`config.mk`:
```
export PLATFORM = sky130hd
export DESIGN_NAME = register_file_mp
export DESIGN_NICKNAME = d
export VERILOG_FILES = /design/src/rtl/register_file_mp.sv
export SDC_FILE = /design/constraint.sdc
export NUM_CORES = 2
export LEC_CHECK = 0
export CAP_MARGIN = 20
export CORE_ASPECT_RATIO = 1.25
export CORE_MARGIN = 2
export CORE_UTILIZATION = 50
export DETAILED_ROUTE_END_ITERATION = 7
export HOLD_SLACK_MARGIN = 0.12
export PLACE_DENSITY = 0.67
export SETUP_SLACK_MARGIN = 0.02
export SLEW_MARGIN = 20
export SYNTH_ARGS = -nofsm -noshare
export SYNTH_HDL_FRONTEND = slang
export SYNTH_SLANG_ARGS = --single-unit
```
`constraint.sdc`:
```
create_clock -name CLK -period 8.5 [get_ports CLK]
set_input_delay 1.7 -clock CLK [delete_from_list [all_inputs] [get_ports CLK]]
set_output_delay 1.7 -clock CLK [all_outputs]
set_load 0.02 [all_outputs]
```
`src/rtl/register_file_mp.sv`:
```
// Multi-port register file with a per-register busy scoreboard, an optional
// write-to-read bypass and a hardwired zero register.
module register_file_mp #(
    parameter  int DATA_W = 32,
    parameter  int NREGS  = 32,
    parameter  int NREAD  = 2,
    parameter  int NWRITE = 2,
    parameter  bit BYPASS = 1'b1,
    localparam int SEL_W  = $clog2(NREGS)
) (
    input  logic                     CLK,
    input  logic                     RST,
    input  logic [NREAD*SEL_W-1:0]   rsel,
    output logic [NREAD*DATA_W-1:0]  rdat,
    output logic [NREAD-1:0]         rbusy,
    input  logic [NWRITE-1:0]        WEN,
    input  logic [NWRITE*SEL_W-1:0]  wsel,
    input  logic [NWRITE*DATA_W-1:0] wdat,
    input  logic                     rsv_en,
    input  logic [SEL_W-1:0]         rsv_sel,
    output logic [SEL_W:0]           busy_cnt
);

    logic [DATA_W-1:0] regs [NREGS];
    logic [NREGS-1:0]  busy;
    logic [NREGS-1:0]  busy_nxt;

    function automatic logic [SEL_W:0] popcount(input logic [NREGS-1:0] v);
        logic [SEL_W:0] cnt;
        cnt = '0;
        for (int unsigned k = 0; k < NREGS; k++) begin
            cnt = cnt + {{SEL_W{1'b0}}, v[k]};
        end
        return cnt;
    endfunction

    // Retiring writes clear busy first so a same-cycle reserve ends set.
    always_comb begin
        busy_nxt = busy;
        for (int unsigned j = 0; j < NWRITE; j++) begin
            if (WEN[j] && (wsel[j*SEL_W +: SEL_W] != '0)) begin
                busy_nxt[wsel[j*SEL_W +: SEL_W]] = 1'b0;
            end
        end
        if (rsv_en && (rsv_sel != '0)) begin
            busy_nxt[rsv_sel] = 1'b1;
        end
        busy_nxt[0] = 1'b0;
    end

    // Later ports' non-blocking writes override earlier ones on collision.
    always_ff @(posedge CLK) begin
        if (RST) begin
            for (int unsigned k = 0; k < NREGS; k++) begin
                regs[k] <= '0;
            end
            busy     <= '0;
            busy_cnt <= '0;
        end else begin
            for (int unsigned j = 0; j < NWRITE; j++) begin
                if (WEN[j] && (wsel[j*SEL_W +: SEL_W] != '0)) begin
                    regs[wsel[j*SEL_W +: SEL_W]] <= wdat[j*DATA_W +: DATA_W];
                end
            end
            busy     <= busy_nxt;
            busy_cnt <= popcount(busy_nxt);
        end
    end

    logic [SEL_W-1:0]  s;
    logic [DATA_W-1:0] d;
    logic              b;
    logic              hit;

    always_comb begin
        rdat  = '0;
        rbusy = '0;
        s     = '0;
        d     = '0;
        b     = 1'b0;
        hit   = 1'b0;
        for (int unsigned i = 0; i < NREAD; i++) begin
            s   = rsel[i*SEL_W +: SEL_W];
            d   = regs[s];
            b   = busy[s];
            hit = 1'b0;
            if (BYPASS) begin
                for (int unsigned j = 0; j < NWRITE; j++) begin
                    if (WEN[j] && (wsel[j*SEL_W +: SEL_W] == s)) begin
                        d   = wdat[j*DATA_W +: DATA_W];
                        hit = 1'b1;
                    end
                end
            end
            if (s == '0) begin
                d = '0;
                b = 1'b0;
            end
            rdat[i*DATA_W +: DATA_W] = d;
            rbusy[i]                 = b & ~hit;
        end
    end

endmodule
```
-- After elaboration in Yosys (flattened, before gate mapping)
Memories as Yosys holds them, arrays and structs flattened.
Index checks and enable logic that the tools add are counted.
- register bits: 38
- memory bits (writable): 1024
- input bits: 94
- logic and storage cells: 111
- memories kept: 1
- memory list (memory ; depth ; width ; read ports ; clocked after memory_dff ; wr ports ; line ; source):
    regs ; 32 ; 32 ; 2 ; 0 ; 32 ; 24 ; logic [DATA_W-1:0] regs [NREGS];
- add/sub/neg operators: 30
- order comparisons: 8
- equality and inequality tests: 4
- muxes and demuxes: 39
- bitwise gates (word level): 9
- reductions and logical operators: 17
- operators with widths (cell ; number):
    32-bit 2-to-1 mux ; 11
    6-bit by 1-bit adder with 6-bit output ; 25
    32-bit bitwise AND ; 2
    32-bit inverter ; 2
    32-bit OR reduction ; 2
    32-bit OR ; 1
    5-bit by 6-bit < comparator with 1-bit output, second input constant ; 5
    1-bit 2-to-1 mux ; 21
    5-bit equality test ; 4
    1-bit demux with 5-bit select ; 3
    5-bit by 1-bit >= comparator with 1-bit output, second input constant ; 3
    5-bit nonzero test ; 3
    1-bit binary-select mux with 5-bit select ; 2
    1-bit logical AND ; 10
    5-bit zero test ; 2
    5-bit 2-to-1 mux ; 2
    5-bit by 1-bit adder with 6-bit output ; 1
    4-bit by 1-bit adder with 5-bit output ; 1
    3-bit by 1-bit adder with 4-bit output ; 1
    2-bit by 1-bit adder with 3-bit output ; 1
    1-bit by 1-bit adder with 2-bit output ; 1
    1-bit bitwise AND ; 2
    1-bit inverter ; 2

-- Depth between registers and ports, before layout
- word-level depth: 41
- depth in mapped cells: 22
- depth with buffers taken out: 20

-- Least setup slack after synthesis
Ideal clock, no wire load.
- path kind: input -> register
- from: input wsel[5]
- to: register busy_cnt[4]
- library setup time: 128 ps
- data arrival time: 7131 ps
- data required time: 8372 ps
- setup slack: 1241 ps
- stages on the path: 20
- cell sequence: buf_2 -> or2_2 -> clkbuf_1 -> or2_2 -> a32oi_1 -> fa_1 -> fa_1 -> fa_1 -> inv_1 -> fa_1 -> fa_1 -> fa_1 -> fa_1 -> inv_1 -> fa_1 -> inv_1 -> a21o_1 -> a21oi_1 -> xor2_1 -> nor2_1
- cells in the longest elaborated chain, start to end: 39
- elaborated cells on any way between the ends: 42
- classes of those cells: 30 x add/sub; 2 x order compare; 4 x mux; 3 x bitwise; 3 x reduce/logical
- ends and longest elaborated chain (element ; line ; source):
    start, declared ; 17 ; input logic [NWRITE*SEL_W-1:0] wsel,
    5-bit by 6-bit < comparator with 1-bit output (implied by the code) or 5-bit by 1-bit >= comparator with 1-bit output (tied branches) ; 42 ; busy_nxt[wsel[j*SEL_W +: SEL_W]] = 1'b0;
    1-bit logical AND (implied by the code) ; 42 ;
    1-bit 2-to-1 mux (implied by the code) ; 42 ;
    1-bit demux with 5-bit select ; 42 ;
    32-bit inverter (no source line) ; -- ;
    32-bit bitwise AND (no source line) ; -- ;
    32-bit 2-to-1 mux * ; 41 ; if (WEN[j] && (wsel[j*SEL_W +: SEL_W] != '0)) begin
    32-bit OR (no source line) ; -- ;
    32-bit 2-to-1 mux * ; 45 ; if (rsv_en && (rsv_sel != '0)) begin
    1-bit by 1-bit adder with 2-bit output ; 32 ; cnt = cnt + {{SEL_W{1'b0}}, v[k]};
    2-bit by 1-bit adder with 3-bit output ; 32 ;
    3-bit by 1-bit adder with 4-bit output ; 32 ;
    4-bit by 1-bit adder with 5-bit output ; 32 ;
    5-bit by 1-bit adder with 6-bit output ; 32 ;
    6-bit by 1-bit adder with 6-bit output (24 in a row) ; 32 ;
    6-bit by 1-bit adder with 6-bit output * ; 32 ;
    end signal, assigned ; 66 ; busy_cnt <= popcount(busy_nxt);
    end, declared ; 21 ; output logic [SEL_W:0] busy_cnt
Every way passes the cells marked *; elsewhere a longest branch is shown, timed or not.
A chain may end at the register's enable or synchronous reset.

-- Worst setup path in the final report
- from: input rsel[7]
- to: output rdat[52]
- cells in the longest elaborated chain, start to end: 5
- elaborated cells on any way between the ends: 9
- classes of those cells: 2 x eq/ne; 3 x mux; 3 x reduce/logical; 1 x memory
- ends and longest elaborated chain (element ; line ; source):
    start, declared ; 13 ; input logic [NREAD*SEL_W-1:0] rsel,
    parallel branches: the longest is 4 deep, another holds memory 32 x 32 bit ; -- ;
    32-bit 2-to-1 mux * ; 95 ; if (s == '0) begin
    end, declared ; 14 ; output logic [NREAD*DATA_W-1:0] rdat,
Every way passes the cells marked *.

==> results.toml <==
[clock_network]
cts_tree = "built"
htree_levels = 3
worst_skew_pair.late_latency_ps = 760
clk_pin_slew_worst_paths_ps = 70
cts_resized = 0
cts_root_buf = "clkbuf_16"
cts_setup_buffers = 0
clockBufferDepth = 3
ctsHoldBuffers = 0
clkSinkCount = 1061
numCtsBuffers = 104

[drt]
drt_iter0_markers = 8550
vias_per_cell = 8.14
wl_per_cell_um = 43.8
drc = 0
vias = 48462
final_antenna_net_count = 0
drt_pass1_iterations = 8
routed_wl_mm = 261

[global_routing]
antenna_found_initial = 10
grt_usage_pct = 40.3
grt_max_degree = 99
grt_pass1_wl_mm = 359
first_global_vias = 47566
overflow = 0

[floorplan]
rows = 144
die_area_mm2 = 0.127
die_w_um = 320
core_mm2 = 0.123
start_util_pct = 50.5
die_h_um = 399
num_io_pins = 166

[power]
power.density_mw_per_mm2 = 189
ir_worst_vdd_uv = 167
p_leak_nw = 23.7
finalPower_w = 0.0131

[timing]
relSlewSlack_pct = 11.5
worst_pin_slew_ps = 1320
slew_viol_final = 0
rsz0062_at_grt = "no"
fin_crit_sh_pct = 88.6
fin_setup_tns_ps = 0
worst_slack_ps = 966
skew_ps = 15.7
setup_violations = 0
hold_violations = 0
max_freq_ghz = 0.133
period_needed_ps = 7530

[run]
cap_violations = 0

[synth]
synth-main-ff-cell = "edfxtp_1"
ys_seq_area_share_pct = 50.5
synth_top_family_by_area = "compound AO/OA/AOI/OAI gates"
yosysWarnings = 0
ys_seq_elements = 1061
yosysTopAreaCell = "edfxtp_1"
yosys.area_share.simple_pct = 3.32
synthMuxAreaShare_pct = 19.8
synthArstFlopShare_pct = 0
yosysTopAreaCellShare_pct = 49.4
synthTopCellsByArea = "edfxtp_1, a22o_1, mux4_2, mux2i_1, clkbuf_1"
avgSynthCellArea_um2 = 14.1
synth_edf_count = 1024
synth_compound_area_share_pct = 20.1
synth_cells = 4406
yosys.area_share.xor_xnor_pct = 0.309
synthAdderAreaFrac_pct = 0.880
yosys.cell_types.count = 58
netlist_area_mm2 = 0.0623

[setup_path]
cp.arrival_ps = 5830
crit_required_ps = 6800
max_stage_delay_ps = 960
cp-start-kind = "primary input"
cp_slowest_cell = "nor2b_4"
critical_path_class = "primary input to primary output"
crit_chain = "clkdlybuf4s50_1, buf_4, nor2_4, nor4b_1, o21bai_4, nor2b_4, buf_4, a221o_1, clkdlybuf4s50_1"
rrSetupSlack_ps = 3260
worstPathMaxFanout = 17
end_kind = "primary output"

[cells_and_area]
mostFrequentLayoutCells = "a22o_1, edfxtp_1, mux4_2"
finalNetCount = 4387
fin_util_pct = 56.0
syn_to_final_growth_pct = 10.9
drive_gt1_share_pct = 23.2
mostFrequentLayoutCell = "a22o_1"

[place]
detailed_place_hpwl_mm = 142
pre_cts_ws_ps = 374
place.gp.congestion = 0.936
portBuffers = 165

[status]
status = "finished, final reports clean"

[hold_path]
hold_class = "flip-flop to flip-flop"
[flip-flops by register name, indices dropped and copies added (netlist names)]
name and count:
busy 31, regs 1024, busy_cnt 6
[routing by layer]
layer  up-vias  GRT usage [%]  share of wire [%]
li1      18267              -                  -
met1     24161           50.2                 33
met2      4818           57.8                 42
met3      1192           15.3                 16
met4        24           28.8                8.4
met5         -          0.377              0.077
[cells in the mapped netlist, types with 3 or more instances]
cell type,n
a211oi_1,63
a21o_1,4
a21oi_1,28
a221o_1,62
a221oi_1,57
a22o_1,1060
a22oi_1,15
a32o_1,3
a32oi_1,10
and2_1,13
and3_1,8
buf_1,78
buf_2,98
buf_4,24
buf_6,18
clkbuf_1,496
dfxtp_1,37
edfxtp_1,1024
fa_1,23
ha_1,7
inv_1,27
mux2_2,61
mux2i_1,263
mux4_2,401
nand2_1,47
nand2b_1,30
nand3_1,6
nand3b_1,12
nand4_1,6
nand4b_1,3
nand4bb_1,3
nor2_1,84
nor2b_1,31
nor3_1,45
nor3b_1,8
nor4_1,70
o21ai_0,4
o221ai_1,126
or2_2,5
xnor2_1,12
xor2_1,10
[cells by family (layout without fill, tap and decap cells)]
| group | Yosys count | in the layout |
|---|---|---|
| XOR/XNOR | 22 | 22 |
| adder cells (fa/ha/maj) | 30 | 30 |
| buffers and inverters | 743 | 650 |
| AND/OR/NAND/NOR | 381 | 381 |
| other | 1 | 35 |
| flip-flops | 1061 | 1061 |
| AO/OA/AOI/OAI | 1443 | 1443 |
| multiplexers | 725 | 725 |
[per-stage QoR]
stage / cell area [µm²] / hold slack (ps) / std cells
detailed placement: 65700 / 584 / 5760
global placement: 65700 / 591 / 5758
floorplan: 62400 / 517 / 4437
finish: 69100 / 611 / 5953
global route: 69100 / 632 / 5950
CTS: 69100 / 602 / 5947
[power breakdown]
part | switching, W | leakage [nW] | internal, W | total (W)
logic | 0.00123 | 11.9 | 0.000800 | 0.00203
clock network | 0.00212 | 1.66 | 0.00272 | 0.00484
registers | 0.000157 | 10.1 | 0.00606 | 0.00622
total | 0.00351 | 23.7 | 0.00958 | 0.0131
[layout make-up]
cell class	instances	area, µm²
fillers	9623	54300
flip-flops and latches	1061	31500
multi-input cells	2633	28300
repair buffers	434	3780
clock buffers	131	2770
well taps	1606	2010
clock inverters	56	643
inverters	29	109
diodes	3	7.51
[worst paths after layout]
kind	startpoint	endpoint	cells past startpoint
worst max register to register	busy[28]$_SDFF_PP0_	busy_cnt[4]$_SDFF_PP0_	16
worst min register to register	busy[31]$_SDFF_PP0_	busy[31]$_SDFF_PP0_	2
worst min-delay path	busy[31]$_SDFF_PP0_	busy[31]$_SDFF_PP0_	2
worst max-delay path	rsel[7]	rdat[52]	9
[worst max-delay path: cells and delay by family]
kind                   cells  cell delay (ps)
buffers and inverters      4             2060
AND/OR/NAND/NOR            3             1190
AO/OA/AOI/OAI              2              850
(Power assumes the default switching activity.)
